[config.mk]
export PLATFORM = sky130hd
export DESIGN_NAME = tcam_cmd_sched
export DESIGN_NICKNAME = d
export VERILOG_FILES = /design/src/rtl/tcam_pkg.sv /design/src/rtl/tcam_stats_cnt.sv /design/src/rtl/tcam_cmd_sched.sv
export SDC_FILE = /design/constraint.sdc
export NUM_CORES = 1
export LEC_CHECK = 0
export ABC_AREA = 1
export CAP_MARGIN = 25
export CORE_ASPECT_RATIO = 0.7
export CORE_MARGIN = 2
export CORE_UTILIZATION = 40
export DETAILED_ROUTE_END_ITERATION = 7
export DONT_BUFFER_PORTS = 1
export GPL_TIMING_DRIVEN = 0
export MAX_ROUTING_LAYER = met4
export SETUP_SLACK_MARGIN = 0.1
export SLEW_MARGIN = 30
export SYNTH_ARGS = -nofsm -noshare
export SYNTH_HDL_FRONTEND = slang
export SYNTH_SLANG_ARGS = --single-unit
export TNS_END_PERCENT = 10
[constraint.sdc]
create_clock -name clk -period 1.1 [get_ports clk]
set_input_delay 0.33 -clock clk [delete_from_list [all_inputs] [get_ports clk]]
set_output_delay 0.33 -clock clk [all_outputs]
set_load 0.005 [all_outputs]
[src/rtl/tcam_pkg.sv]
// tcam_pkg: shared types and constants for the TCAM command scheduler.
//   op_e    : upstream request opcodes
//   MODE_*  : TCAM wrapper MODE encodings
//   state_e : scheduler FSM states
package tcam_pkg;

  typedef enum logic [1:0] {
    OP_NOP    = 2'd0,
    OP_LOOKUP = 2'd1,
    OP_WRITE  = 2'd2,
    OP_FLUSH  = 2'd3
  } op_e;

  localparam logic [2:0] MODE_I   = 3'd0;
  localparam logic [2:0] MODE_W   = 3'd1;
  localparam logic [2:0] MODE_R   = 3'd2;
  localparam logic [2:0] MODE_F   = 3'd3;
  localparam logic [2:0] MODE_C   = 3'd4;
  localparam logic [2:0] MODE_RST = 3'd5;

  typedef enum logic [1:0] {
    ST_IDLE  = 2'd0,
    ST_ISSUE = 2'd1,
    ST_WAIT  = 2'd2,
    ST_RESP  = 2'd3
  } state_e;

endpackage

[src/rtl/tcam_stats_cnt.sv]
// tcam_stats_cnt: one 16-bit event counter that saturates at 16'hFFFF.
//   clk, rst : clock, async active-high reset (clears the count)
//   inc      : count one event this cycle
//   cnt      : current count
module tcam_stats_cnt (
  input  logic        clk,
  input  logic        rst,
  input  logic        inc,
  output logic [15:0] cnt
);

  logic [15:0] cnt_q, cnt_d;

  always_comb begin
    cnt_d = cnt_q;
    if (inc && (cnt_q != 16'hFFFF)) cnt_d = cnt_q + 16'd1;
  end

  always_ff @(posedge clk or posedge rst) begin
    if (rst) cnt_q <= '0;
    else     cnt_q <= cnt_d;
  end

  assign cnt = cnt_q;

endmodule

[src/rtl/tcam_cmd_sched.sv]
// tcam_cmd_sched: upstream command scheduler for the TCAM wrapper.
// Accepts LOOKUP/WRITE/FLUSH/NOP on a valid/ready port, serialises each into
// the wrapper MODE/data signals, times the compare->DstID latency and
// returns {id, dst, hit} on a valid/ready response port. One op in flight.
//   clk, rst           : clock, async active-high reset
//   req_*              : request port (op, id/key, write data/mask/vbi/addr)
//   MODE .. Vbi_Out    : drive the TCAM wrapper inputs
//   DstID_In           : wrapper match result (0 = miss)
//   rsp_*              : lookup response port
// Optional: define TCAM_SCHED_STATS_EN to add saturating stat_lookups,
// stat_hits and stat_flushes outputs.
module tcam_cmd_sched
  import tcam_pkg::*;
#(
  parameter int ID_Width    = 4,
  parameter int AddressSize = 4,
  parameter int Bits        = 8,
  parameter int LOOKUP_LAT  = 3
) (
  input  logic                   clk,
  input  logic                   rst,
  input  logic                   req_valid,
  output logic                   req_ready,
  input  logic [1:0]             req_op,
  input  logic [ID_Width-1:0]    req_id,
  input  logic [Bits-1:0]        req_data,
  input  logic [Bits-1:0]        req_mskb,
  input  logic                   req_vbi,
  input  logic [AddressSize-1:0] req_addr,
  output logic [2:0]             MODE,
  output logic [ID_Width-1:0]    PacketID_Out,
  output logic [Bits-1:0]        Data_Out,
  output logic [Bits-1:0]        Mskb_Out,
  output logic [AddressSize-1:0] A_Out,
  output logic                   Vbe_Out,
  output logic                   Dcs_Out,
  output logic                   Vbi_Out,
  input  logic [ID_Width-1:0]    DstID_In,
  output logic                   rsp_valid,
  input  logic                   rsp_ready,
  output logic [ID_Width-1:0]    rsp_id,
  output logic [ID_Width-1:0]    rsp_dst,
  output logic                   rsp_hit
`ifdef TCAM_SCHED_STATS_EN
  ,
  output logic [15:0]            stat_lookups,
  output logic [15:0]            stat_hits,
  output logic [15:0]            stat_flushes
`endif
);

  localparam int CW = $clog2(LOOKUP_LAT + 1);

  if (LOOKUP_LAT < 2) begin : g_lat_chk
    $error("tcam_cmd_sched: LOOKUP_LAT must be >= 2");
  end

  state_e                 state_q, state_d;
  logic [CW-1:0]          cnt_q, cnt_d;
  logic                   req_ready_q, req_ready_d;
  op_e                    op_q, op_d;
  logic [ID_Width-1:0]    id_q, id_d;
  logic [Bits-1:0]        data_q, data_d;
  logic [Bits-1:0]        mskb_q, mskb_d;
  logic                   vbi_q, vbi_d;
  logic [AddressSize-1:0] addr_q, addr_d;
  logic [ID_Width-1:0]    rsp_dst_q, rsp_dst_d;
  logic                   rsp_hit_q, rsp_hit_d;

  logic accept;
  logic sample;

  assign accept = req_valid && req_ready_q;
  // DstID_In is valid in the last WAIT cycle
  assign sample = (state_q == ST_WAIT) && (cnt_q == '0);

  always_comb begin
    state_d   = state_q;
    cnt_d     = cnt_q;
    op_d      = op_q;
    id_d      = id_q;
    data_d    = data_q;
    mskb_d    = mskb_q;
    vbi_d     = vbi_q;
    addr_d    = addr_q;
    rsp_dst_d = rsp_dst_q;
    rsp_hit_d = rsp_hit_q;

    case (state_q)
      ST_IDLE: begin
        // NOP is consumed without touching the held wrapper fields
        if (accept && (op_e'(req_op) != OP_NOP)) begin
          op_d    = op_e'(req_op);
          id_d    = req_id;
          data_d  = req_data;
          mskb_d  = req_mskb;
          vbi_d   = req_vbi;
          addr_d  = req_addr;
          state_d = ST_ISSUE;
        end
      end
      ST_ISSUE: begin
        if (op_q == OP_LOOKUP) begin
          state_d = ST_WAIT;
          cnt_d   = CW'(LOOKUP_LAT - 1);
        end else begin
          state_d = ST_IDLE;
        end
      end
      ST_WAIT: begin
        if (sample) begin
          rsp_dst_d = DstID_In;
          rsp_hit_d = (DstID_In != '0);
          state_d   = ST_RESP;
        end else begin
          cnt_d = cnt_q - CW'(1);
        end
      end
      ST_RESP: begin
        if (rsp_ready) state_d = ST_IDLE;
      end
      default: state_d = ST_IDLE;
    endcase

    // Registered ready: follows the state we are about to be in, so it
    // first rises on the edge after reset is released.
    req_ready_d = (state_d == ST_IDLE);
  end

  always_ff @(posedge clk or posedge rst) begin
    if (rst) begin
      state_q     <= ST_IDLE;
      cnt_q       <= '0;
      req_ready_q <= 1'b0;
      op_q        <= OP_NOP;
      id_q        <= '0;
      data_q      <= '0;
      mskb_q      <= '0;
      vbi_q       <= 1'b0;
      addr_q      <= '0;
      rsp_dst_q   <= '0;
      rsp_hit_q   <= 1'b0;
    end else begin
      state_q     <= state_d;
      cnt_q       <= cnt_d;
      req_ready_q <= req_ready_d;
      op_q        <= op_d;
      id_q        <= id_d;
      data_q      <= data_d;
      mskb_q      <= mskb_d;
      vbi_q       <= vbi_d;
      addr_q      <= addr_d;
      rsp_dst_q   <= rsp_dst_d;
      rsp_hit_q   <= rsp_hit_d;
    end
  end

  logic issue_wr;
  assign issue_wr = (state_q == ST_ISSUE) && (op_q == OP_WRITE);

  always_comb begin
    MODE = MODE_I;
    if (state_q == ST_ISSUE) begin
      case (op_q)
        OP_LOOKUP: MODE = MODE_C;
        OP_WRITE:  MODE = MODE_W;
        OP_FLUSH:  MODE = MODE_F;
        default:   MODE = MODE_I;
      endcase
    end
  end

  assign req_ready    = req_ready_q;
  assign PacketID_Out = id_q;
  assign Data_Out     = data_q;
  assign Mskb_Out     = mskb_q;
  assign A_Out        = addr_q;
  assign Vbe_Out      = issue_wr;
  assign Dcs_Out      = issue_wr;
  assign Vbi_Out      = issue_wr && vbi_q;
  assign rsp_valid    = (state_q == ST_RESP);
  assign rsp_id       = id_q;
  assign rsp_dst      = rsp_dst_q;
  assign rsp_hit      = rsp_hit_q;

`ifdef TCAM_SCHED_STATS_EN
  logic inc_lookup, inc_hit, inc_flush;
  assign inc_lookup = accept && (op_e'(req_op) == OP_LOOKUP);
  assign inc_hit    = sample && (DstID_In != '0);
  assign inc_flush  = (state_q == ST_ISSUE) && (op_q == OP_FLUSH);

  tcam_stats_cnt u_cnt_lookups (.clk(clk), .rst(rst), .inc(inc_lookup), .cnt(stat_lookups));
  tcam_stats_cnt u_cnt_hits    (.clk(clk), .rst(rst), .inc(inc_hit),    .cnt(stat_hits));
  tcam_stats_cnt u_cnt_flushes (.clk(clk), .rst(rst), .inc(inc_flush),  .cnt(stat_flushes));
`endif

endmodule

==> results.py <==
metrics = {
    "clock_tree": {
        "htreeDepth": 2,
        "clk_pin_slew_ps": 70,
        "cts.sinks": 37,
        "hold_buffers": 0,
        "worstSkewPairLatency_ps": 290,
        "clockBufferDepth": 2,
        "cts_buffers": 5,
        "root_buffer": "clkbuf_8",
        "tritoncts": "built",
    },
    "die": {
        "die_y_um": 57.64,
        "pin_count": 76,
        "dieArea_um2": 4647,
        "start_util": 0.4191,
        "core_area_um2": 3923,
        "rows": 19,
        "die_x_um": 80.63,
    },
    "yosys": {
        "ys_seq_area_frac": 0.5632,
        "syn_area_um2": 1644,
        "yosysWarnings": 0,
        "yosys.area.top_type_share": 0.5632,
        "ys_seq_elements": 37,
        "syn-mean-instance-area_um2": 8.608,
        "synth_cell_types": 15,
        "synth_top_cells_by_area": "dfrtp_1 56%, nand2_1 17%, nand3_1 10%",
        "synth_cells": 191,
        "synth_top_cell_by_area": "dfrtp_1",
        "synth_nets": 227,
    },
    "routing": {
        "route.detailed.drc": 0,
        "antenna_left": 0,
        "drt-total-wl_mm": 3.674,
        "wl_per_cell_um": 13.97,
        "first_iter_violations": 83,
        "vias": 1311,
        "via_per_inst": 4.985,
        "drt_pass1_iterations": 5,
    },
    "global_route": {
        "antenna_found_initial": 0,
        "grt_max_degree": 38,
        "grt_overflow": 0,
        "grt_pass1_wl_mm": 6.030,
        "gr-usage-all-layers": 0.1790,
        "grt_pass1_vias": 1337,
    },
    "worst_setup_path": {
        "critical_path.top_delay_family": "flip-flops",
        "crit_chain": "buf_6 -> inv_4 -> nand2_4 -> nor3_4 -> buf_4",
        "critical_path_buf_inv_count": 3,
        "critPathMaxFanout": 3,
        "worstPathRequired_ps": 770,
        "slowest_delay_ps": 370,
        "path_class": "flop to primary output",
        "startpoint_type": "flop",
        "crit_arrival_ps": 1180,
        "critPathCaptureType": "primary output",
        "critPathSlowestCell": "dfrtp_1",
    },
    "timing": {
        "min_period_ps": 1509,
        "grt_setup_unrepaired": "true",
        "slew_violations": 0,
        "layout_setup_ws_ps": -408.9,
        "finalHoldViolCount": 0,
        "worst_slew_pin_slew_ps": 767.7,
        "period_share": 1.372,
        "slew_headroom": 0.4871,
        "fmax_mhz": 662.7,
        "setup_viol": 42,
        "clock_skew_ps": 3.279,
    },
    "final_layout": {
        "seq_area_um2": 928.4,
        "final_cell_mix": "58 x nand2_1, 35 x dfrtp_1, 33 x nand3_1",
        "final_cells": 263,
        "diodes": 0,
        "layout_commonest_cell": "nand2_1",
        "drive_gt1_frac": 0.3223,
        "multi_input_area_um2": 668.1,
        "finalNetCount": 247,
        "fillers": 373,
        "areaGrowthSynthToFinish_pct": 23.67,
    },
    "place": {
        "hpwl_mm": 2.558,
        "dp.cells": 243,
        "gp_congestion": 0.7266,
        "placement.io_buffers": 0,
    },
    "power_and_ir_drop": {
        "seqPwrFrac": 0.449,
        "p_switching_uw": 2254,
        "ir_drop_v": 0.001297,
        "p_clk_frac": 0.162,
        "power_density_nw_per_um2": 2841,
        "p_comb_frac": 0.389,
        "power.total_uw": 5777,
        "power.internal_uw": 3523,
        "leakage_uw": 0.001066,
        "switching_share": 0.3902,
    },
    "run_status": {
        "status": "complete, but fails checks",
        "violations": "negative setup slack",
    },
    "worst_hold_path": {
        "min_path_type": "input pin to async pin",
    },
    "run": {
        "cap_violations": 0,
    },
}
==> repair_timing <==
action                                  CTS  global route
resized for setup                        25            18
cloned                                    1             1
endpoints found under the setup margin   78            78
pin swaps                                10             7
buffers inserted                          8             4
==> power groups by stage <==
| stage | sequential (uW) | clock, uW | combinational (uW) |
|---|---|---|---|
| final | 2590 | 936 | 2250 |
| after global routing | 2680 | 1030 | 2560 |
| after CTS | 2570 | 959 | 2110 |
| after detailed placement | 2550 | 0 | 1700 |
| after global placement | 2540 | 0 | 1610 |
| after floorplan | 2410 | 0 | 1410 |
==> synthesized netlist by cell type <==
library cell   n
buf_2          2
o21ai_0        4
and3_1         1
buf_6          3
dfrtp_1       37
nand3_1       33
inv_1         16
ha_1           1
nor3_1         2
nor2_1         6
nor2_4         2
buf_4          7
nand2_4        1
nand2_1       75
nand3_2        1
==> per-stage QoR <==
| step | hold WS [ps] | setup TNS [ps] | util | setup WS [ps] | instance area (um^2) |
|---|---|---|---|---|---|
| after floorplan | 289.8 | -813.4 | - | -120.1 | 1658 |
| after global placement | 363.3 | -4066 | 0.4392 | -191.3 | 1723 |
| after detailed placement | 379.4 | -5246 | 0.4392 | -212.9 | 1723 |
| after CTS | 66.78 | -8140 | 0.5008 | -428.2 | 1964 |
| after global routing | 94.06 | -14890 | 0.5183 | -484.4 | 2033 |
| final | 38.65 | -11650 | 0.5183 | -408.9 | 2033 |
==> cell type report <==
cell class	count	area share
Sequential cell	37	0.4566
Multi-Input combinational cell	126	0.3286
Timing Repair Buffer	13	0.05292
Inverter	16	0.03262
Clock buffer	7	0.04246
Buffer	12	0.05477
Tap cell	52	0.03200
==> routing by layer <==
layer  share of wire  GRT usage  vias up
met5               0          -        -
met4           0.015    0.06295        0
met3           0.091    0.08879        8
met2            0.50     0.2833       41
met1            0.39     0.1977      626
li1                -          -      636
==> cell families (layout without fill, tap and decap cells) <==
kind of cell	after synthesis	after routing	synth area share
AO/OA/AOI/OAI	4	4	0.01218
adder cells (fa/ha/maj)	1	1	0.007609
buffers and inverters	28	48	0.09513
flip-flops	37	37	0.5632
AND/OR/NAND/NOR	121	121	0.3219
==> worst paths after layout <==
check,cells past startpoint,end,from,slack [ps]
worst min register to register,2,vbi_q,vbi_q,480
max in group asynchronous,1,op_q[0],rst,600
min in group clk,2,rsp_dst[3],DstID_In[3],160
worst max register to register,8,Mskb_Out[6],state_q[1],-330
worst max-delay path,5,Vbe_Out,state_q[1],-410
worst min-delay path,1,Mskb_Out[7],rst,40
==> flip-flops by register name, indices dropped and copies added (netlist names), 2 cells and up <==
register	flops
state_q	2
op_q	2
A_Out	4
cnt_q	2
rsp_dst	4
Data_Out	8
PacketID_Out	4
Mskb_Out	8
No activity file was read; power rests on OpenSTA's default activity.
